`config.mk`:
```
export PLATFORM = sky130hd
export DESIGN_NAME = tx_rf_switch_seq
export DESIGN_NICKNAME = d
export VERILOG_FILES = /design/src/rtl/tx_rf_switch_seq_pkg.sv /design/src/rtl/tx_rf_switch_seq.sv
export SDC_FILE = /design/constraint.sdc
export NUM_CORES = 1
export LEC_CHECK = 0
export CAP_MARGIN = 25
export CORE_MARGIN = 2
export CORE_UTILIZATION = 23
export DETAILED_ROUTE_END_ITERATION = 10
export PLACE_DENSITY_LB_ADDON = 0.3
export SLEW_MARGIN = 5
export SYNTH_ARGS = -nofsm -noshare
export SYNTH_HDL_FRONTEND = slang
export SYNTH_SLANG_ARGS = --single-unit
```
`constraint.sdc`:
```
create_clock -name clk -period 2.1 [get_ports clk]
set_clock_uncertainty 0.05 [all_clocks]
set_input_delay 0.42 -clock clk [delete_from_list [all_inputs] [get_ports clk]]
set_output_delay 0.42 -clock clk [all_outputs]
set_load 0.05 [all_outputs]
```
`src/rtl/tx_rf_switch_seq_pkg.sv`:
```
// -----------------------------------------------------------------------------
// tx_rf_switch_seq_pkg
// Shared definitions for the TX RF front-end switch sequencer:
//   - seq_state_e : FSM state encoding (also exported on the seq_state port)
//   - rf_ctrl_t   : bundle of the four front-end control levels
//   - decode_ctrl : maps a state to its front-end control levels
// -----------------------------------------------------------------------------
package tx_rf_switch_seq_pkg;

    localparam int unsigned SEQ_STATE_W = 3;

    typedef enum logic [SEQ_STATE_W-1:0] {
        SEQ_IDLE_RX  = 3'd0,
        SEQ_TR_SET   = 3'd1,
        SEQ_PA_ON    = 3'd2,
        SEQ_PA_OFF   = 3'd3,
        SEQ_RX_GUARD = 3'd4
    } seq_state_e;

    typedef struct packed {
        logic tr;     // T/R switch in TX position
        logic pa;     // PA enable
        logic lna;    // LNA enable
        logic blank;  // RX AGC / energy-detect blanking
    } rf_ctrl_t;

    // Front-end levels per state. Any unknown encoding maps to the safe RX
    // posture (PA off, switch at RX) so a corrupted state can never key the PA.
    function automatic rf_ctrl_t decode_ctrl(input seq_state_e st);
        rf_ctrl_t c;
        case (st)
            SEQ_IDLE_RX:  c = '{tr: 1'b0, pa: 1'b0, lna: 1'b1, blank: 1'b0};
            SEQ_TR_SET:   c = '{tr: 1'b1, pa: 1'b0, lna: 1'b0, blank: 1'b1};
            SEQ_PA_ON:    c = '{tr: 1'b1, pa: 1'b1, lna: 1'b0, blank: 1'b1};
            SEQ_PA_OFF:   c = '{tr: 1'b1, pa: 1'b0, lna: 1'b0, blank: 1'b1};
            SEQ_RX_GUARD: c = '{tr: 1'b0, pa: 1'b0, lna: 1'b1, blank: 1'b1};
            default:      c = '{tr: 1'b0, pa: 1'b0, lna: 1'b1, blank: 1'b0};
        endcase
        return c;
    endfunction

endpackage

```
`src/rtl/tx_rf_switch_seq.sv`:
```
// -----------------------------------------------------------------------------
// tx_rf_switch_seq
// Turns the TX on-detection flags into timed RF front-end controls: the T/R
// switch settles before the PA turns on, the PA drops before the switch goes
// back to RX, and RX AGC / energy detect stays blanked for a guard time.
//
// Ports
//   clk                 in   system clock
//   rstn                in   asynchronous active-low reset
//   pa_lead_count_top   in   [CNT_W]  cycles-1 from switch-to-TX until PA on
//   tr_lag_count_top    in   [CNT_W]  cycles-1 from PA off until switch to RX
//   rx_guard_count_top  in   [CNT_W]  cycles-1 of RX blanking after switch-back
//   tx_bb_is_ongoing    in   baseband TX active (extended)
//   tx_rf_is_ongoing    in   RF TX active (delay-compensated)
//   force_rx            in   software override: abort TX sequencing, hold RX
//   tr_switch_tx        out  1 = T/R switch in TX position
//   pa_enable           out  power amplifier enable
//   lna_enable          out  LNA enable (0 while transmitting)
//   rx_blank            out  1 = RX AGC / energy detect must ignore samples
//   pa_wdog_err         out  one-cycle pulse: PA-on watchdog expired
//   seq_state           out  [3] current FSM state (debug)
//
// All outputs are registered and decoded from the next state, so a control
// level changes on the same edge the FSM changes state.
// -----------------------------------------------------------------------------
module tx_rf_switch_seq
    import tx_rf_switch_seq_pkg::*;
#(
    parameter int unsigned         CNT_W    = 10,
    parameter int unsigned         WDOG_W   = 20,
    parameter logic [WDOG_W-1:0]   WDOG_TOP = {WDOG_W{1'b1}}
) (
    input  logic                   clk,
    input  logic                   rstn,
    input  logic [CNT_W-1:0]       pa_lead_count_top,
    input  logic [CNT_W-1:0]       tr_lag_count_top,
    input  logic [CNT_W-1:0]       rx_guard_count_top,
    input  logic                   tx_bb_is_ongoing,
    input  logic                   tx_rf_is_ongoing,
    input  logic                   force_rx,
    output logic                   tr_switch_tx,
    output logic                   pa_enable,
    output logic                   lna_enable,
    output logic                   rx_blank,
    output logic                   pa_wdog_err,
    output logic [SEQ_STATE_W-1:0] seq_state
);

    localparam logic [CNT_W-1:0]  CNT_MAX  = {CNT_W{1'b1}};
    localparam logic [CNT_W-1:0]  CNT_ONE  = {{(CNT_W-1){1'b0}}, 1'b1};
    localparam logic [WDOG_W-1:0] WDOG_ONE = {{(WDOG_W-1){1'b0}}, 1'b1};

    seq_state_e        state_r;
    seq_state_e        state_nx_s;
    logic [CNT_W-1:0]  cnt_r;
    logic [WDOG_W-1:0] wdog_r;
    logic              rf_seen_r;
    logic              cnt_sat_s;
    logic              wdog_exp_s;
    logic              tx_req_s;
    logic              tx_gone_s;
    rf_ctrl_t          ctrl_nx_s;
    logic              tr_r;
    logic              pa_r;
    logic              lna_r;
    logic              blank_r;
    logic              wdog_err_r;

    // A saturated counter ends the phase even if the top port was lowered
    // below the running count, so a timed phase can never stall forever.
    assign cnt_sat_s = (cnt_r == CNT_MAX);
    assign tx_req_s  = tx_bb_is_ongoing && !force_rx;
    assign tx_gone_s = !tx_bb_is_ongoing && !tx_rf_is_ongoing;

    // Next-state logic. In TR_SET an abort wins over the lead timeout so the
    // PA is never keyed for a burst that has already gone away.
    always_comb begin
        state_nx_s = state_r;
        wdog_exp_s = 1'b0;
        case (state_r)
            SEQ_IDLE_RX: begin
                if (tx_req_s) begin
                    state_nx_s = SEQ_TR_SET;
                end else begin
                    state_nx_s = SEQ_IDLE_RX;
                end
            end
            SEQ_TR_SET: begin
                if (force_rx || tx_gone_s) begin
                    state_nx_s = SEQ_RX_GUARD;
                end else if ((cnt_r == pa_lead_count_top) || cnt_sat_s) begin
                    state_nx_s = SEQ_PA_ON;
                end else begin
                    state_nx_s = SEQ_TR_SET;
                end
            end
            SEQ_PA_ON: begin
                if (wdog_r == WDOG_TOP) begin
                    state_nx_s = SEQ_PA_OFF;
                    wdog_exp_s = 1'b1;
                end else if (force_rx) begin
                    state_nx_s = SEQ_PA_OFF;
                end else if ((rf_seen_r && !tx_rf_is_ongoing) || tx_gone_s) begin
                    state_nx_s = SEQ_PA_OFF;
                end else begin
                    state_nx_s = SEQ_PA_ON;
                end
            end
            SEQ_PA_OFF: begin
                if ((cnt_r == tr_lag_count_top) || cnt_sat_s) begin
                    state_nx_s = SEQ_RX_GUARD;
                end else begin
                    state_nx_s = SEQ_PA_OFF;
                end
            end
            SEQ_RX_GUARD: begin
                if (tx_req_s) begin
                    state_nx_s = SEQ_TR_SET;
                end else if ((cnt_r == rx_guard_count_top) || cnt_sat_s) begin
                    state_nx_s = SEQ_IDLE_RX;
                end else begin
                    state_nx_s = SEQ_RX_GUARD;
                end
            end
            default: begin
                state_nx_s = SEQ_IDLE_RX;
            end
        endcase
    end

    assign ctrl_nx_s = decode_ctrl(state_nx_s);

    // FSM state register.
    always_ff @(posedge clk or negedge rstn) begin
        if (!rstn) begin
            state_r <= SEQ_IDLE_RX;
        end else begin
            state_r <= state_nx_s;
        end
    end

    // Phase counter: cleared on every state change, saturating otherwise.
    always_ff @(posedge clk or negedge rstn) begin
        if (!rstn) begin
            cnt_r <= '0;
        end else if (state_nx_s != state_r) begin
            cnt_r <= '0;
        end else if (!cnt_sat_s) begin
            cnt_r <= cnt_r + CNT_ONE;
        end else begin
            cnt_r <= cnt_r;
        end
    end

    // PA-on watchdog: runs only while staying in PA_ON, saturates at its top.
    always_ff @(posedge clk or negedge rstn) begin
        if (!rstn) begin
            wdog_r <= '0;
        end else if ((state_r == SEQ_PA_ON) && (state_nx_s == SEQ_PA_ON)) begin
            if (wdog_r != WDOG_TOP) begin
                wdog_r <= wdog_r + WDOG_ONE;
            end else begin
                wdog_r <= wdog_r;
            end
        end else begin
            wdog_r <= '0;
        end
    end

    // rf_seen: arms the "RF burst finished" exit once RF activity is observed.
    always_ff @(posedge clk or negedge rstn) begin
        if (!rstn) begin
            rf_seen_r <= 1'b0;
        end else if ((state_nx_s == SEQ_TR_SET) && (state_r != SEQ_TR_SET)) begin
            rf_seen_r <= 1'b0;
        end else if ((state_r == SEQ_PA_ON) && tx_rf_is_ongoing) begin
            rf_seen_r <= 1'b1;
        end else begin
            rf_seen_r <= rf_seen_r;
        end
    end

    // Registered front-end controls, taken from the next-state decode.
    always_ff @(posedge clk or negedge rstn) begin
        if (!rstn) begin
            tr_r       <= 1'b0;
            pa_r       <= 1'b0;
            lna_r      <= 1'b1;
            blank_r    <= 1'b0;
            wdog_err_r <= 1'b0;
        end else begin
            tr_r       <= ctrl_nx_s.tr;
            pa_r       <= ctrl_nx_s.pa;
            lna_r      <= ctrl_nx_s.lna;
            blank_r    <= ctrl_nx_s.blank;
            wdog_err_r <= wdog_exp_s;
        end
    end

    assign tr_switch_tx = tr_r;
    assign pa_enable    = pa_r;
    assign lna_enable   = lna_r;
    assign rx_blank     = blank_r;
    assign pa_wdog_err  = wdog_err_r;
    assign seq_state    = state_r;

endmodule
```
==> impl_metrics.tcl <==
set metrics [dict create \
    rsz0062_at_grt "yes" \
    hp-class "primary input to async pin" \
    yosys.cell_types.count 47 \
    grt_pass1_vias 2329 \
    syn_nets 305 \
    mostFrequentLayoutCells "46 x buf_4, 36 x dfrtp_1, 35 x clkdlybuf4s50_1" \
    rrSetupSlack_ps 10 \
    endpoint_kind "flop" \
    finalCriticalPeriod_ps 2088 \
    numCtsBuffers 5 \
    finalCritPeriodShare_pct 99.41 \
    clk_pin_slew_ps 90 \
    synth_seq_cells 39 \
    root_buffer "clkbuf_8" \
    remaining_drc_errors 0 \
    hold_viol_final 0 \
    p_per_area_nw_per_um2 613.3 \
    synth_area_leaders "dfrtp_1 39%, xor2_1 8.9%, xnor2_1 8.2%, nor2_1 5.1%, nand3_1 3.5%" \
    r2r_end "rx_blank" \
    htreeDepth 2 \
    top_level_ports 43 \
    cp.required_ps 2220 \
    drive_gt1_share_pct 24.79 \
    synth-main-ff-cell "dfrtp_1" \
    max_cap_violations 0 \
    peakVddDrop_uv 356.6 \
    wire_per_inst_um 14.35 \
    gp_congestion 0.8824 \
    avgSynthCellArea_um2 9.151 \
    async_reset_ff_share_pct 100.0 \
    max_stage_delay_ps 460 \
    syn_to_final_growth_pct 47.35 \
    die_w_um 107.3 \
    worst-path-buf-inv 1 \
    netlist.area_leader.share_pct 38.78 \
    diodes 0 \
    cts_tree "built" \
    hold_slack_ps 24.83 \
    final_common_cell "buf_4" \
    fp.dieH_um 107.3 \
    rows 37 \
    clk_latency_ps 290 \
    slew_headroom_pct 64.65 \
    start_util_pct 23.75 \
    routed_wl_um 6990 \
    synthesis.area_um2 2452 \
    startpoint_type "flop" \
    crit_type "flop to flop" \
    crit_family "simple AND/OR/NAND/NOR gates" \
    power_mw 2.216 \
    fmaxAchievable_mhz 479.0 \
    cts_buffer_depth 2 \
    syn_inst 268 \
    drt-initial-drc-count 101 \
    worst-path-max-fanout 2 \
    drtPass1Iterations 4 \
    track_usage_pct 12.37 \
    vias 2276 \
    run_status "completed" \
    total_leakage_power_nw 1.502 \
    ff2ff_path_depth 6 \
    antenna_found_initial 0 \
    slew_viol_final 0 \
    drt.antenna.violating_nets 0 \
    final-setup-viol-count 0 \
    cts_sinks 39 \
    synth_top_area_cell "dfrtp_1" \
    grt-ovfl-total 0 \
    core_area_um2 10320 \
    dp_hpwl_um 5041 \
    viasPerCell 4.674 \
    reg2reg_from "cnt_r[0]" \
    fin_nets 387 \
    synth-edff-count 0 \
    worstMarginPinSlew_ps 516.9 \
    grt_max_degree 23 \
    yosys_warnings 0 \
    final_core_util_pct 35.00 \
    grt_pass1_wl_um 11460 \
    crit_start "cnt_r[0]" \
    dieArea_um2 11500 \
    io_buffers 42 \
    crit_path_top_delay_cell "or4b_1" \
    crit_arrival_ps 2200 \
    crit_path_cell_trace "buf_6 -> xor2_1 -> nor4_2 -> a31oi_4 -> a22o_1 -> or4b_1" \
    ys_seq_area_share_pct 39.85 \
]
-- state kept, by name, indices dropped and copies added (netlist names) --
name / cells
rx_blank: 1
cnt_r: 10
rf_seen_r: 1
tr_switch_tx: 1
pa_wdog_err: 1
lna_enable: 1
wdog_r: 20
pa_enable: 1
seq_state: 3
-- worst max-delay path by stage --
stage,to,cells after the start,slack [ps]
floorplan,cnt_r[2],6,40
global placement,cnt_r[4],7,-370
detailed placement,cnt_r[2],7,-430
CTS,rx_blank,6,-40
global route,rx_blank,8,-100
finish,rx_blank,6,10
-- where the power goes --
group	total, mW	internal, mW	switching [mW]
logic	0.755	0.360	0.395
registers	0.821	0.799	0.0222
clock network	0.640	0.354	0.285
-- Yosys cell counts (2+ instances only) --
| library cell | number |
|---|---|
| xor2_1 | 25 |
| a21oi_1 | 15 |
| clkbuf_1 | 5 |
| buf_4 | 6 |
| or3_1 | 2 |
| a2111oi_0 | 3 |
| inv_1 | 6 |
| nand2b_1 | 5 |
| nand4_1 | 9 |
| xnor2_1 | 23 |
| nand2_1 | 10 |
| buf_2 | 5 |
| o21ai_0 | 4 |
| nor3_1 | 6 |
| mux2i_1 | 5 |
| o2111ai_1 | 2 |
| a31oi_1 | 4 |
| dfrtp_1 | 38 |
| nand3_1 | 17 |
| nor3b_1 | 3 |
| a211oi_1 | 4 |
| and3_1 | 2 |
| nor2_1 | 33 |
| and2_1 | 2 |
| nor3_2 | 2 |
| ha_1 | 2 |
| o21ai_1 | 2 |
| nor4_1 | 6 |
| and4_1 | 4 |
-- cell families after synthesis --
| group | Yosys count | synth area share [%] |
|---|---|---|
| xor+xnor | 48 | 17.14 |
| flops | 39 | 39.85 |
| compound gates | 45 | 12.55 |
| buf+inv | 22 | 4.541 |
| simple gates | 107 | 22.86 |
| mux | 5 | 2.041 |
| fa+ha+maj | 2 | 1.020 |
-- through the flow --
stage	TNS (ps)	std cells	area, um2	setup slack, ps
after floorplan	0	268	2459	38.75
after global placement	-5665	472	3278	-370.7
after detailed placement	-6980	472	3278	-430.2
after CTS	-42.54	485	3488	-42.54
after global routing	-137.2	487	3613	-97.02
final	0	487	3613	12.39
-- routing by layer --
metal / wire, um / vias up / global-route usage (%)
li1: - / 1118 / -
met1: 3182 / 1113 / 15.28
met2: 3504 / 35 / 21.75
met3: 130 / 10 / 1.574
met4: 173 / 0 / 4.917
met5: 0 / - / 0
-- repair_timing --
item                                    4_1_cts  5_1_grt
hold buffers                                  0        0
hold endpoints to repair                      0        0
gates resized for setup                      12       20
pin swaps                                     6       11
endpoints found under the setup margin        8       16
cloned                                        0        1
buffers inserted                              5        1
-- area by class of cell --
type                            count  area, um2
Fill cell                        1025       6710
Multi-Input combinational cell    208       1524
Sequential cell                    39      979.7
Timing Repair Buffer               90      804.5
Tap cell                          136      170.2
Clock buffer                        5      68.82
Clock inverter                      3      43.79
Inverter                            6      22.52
Power figures use the tool's default switching activity.
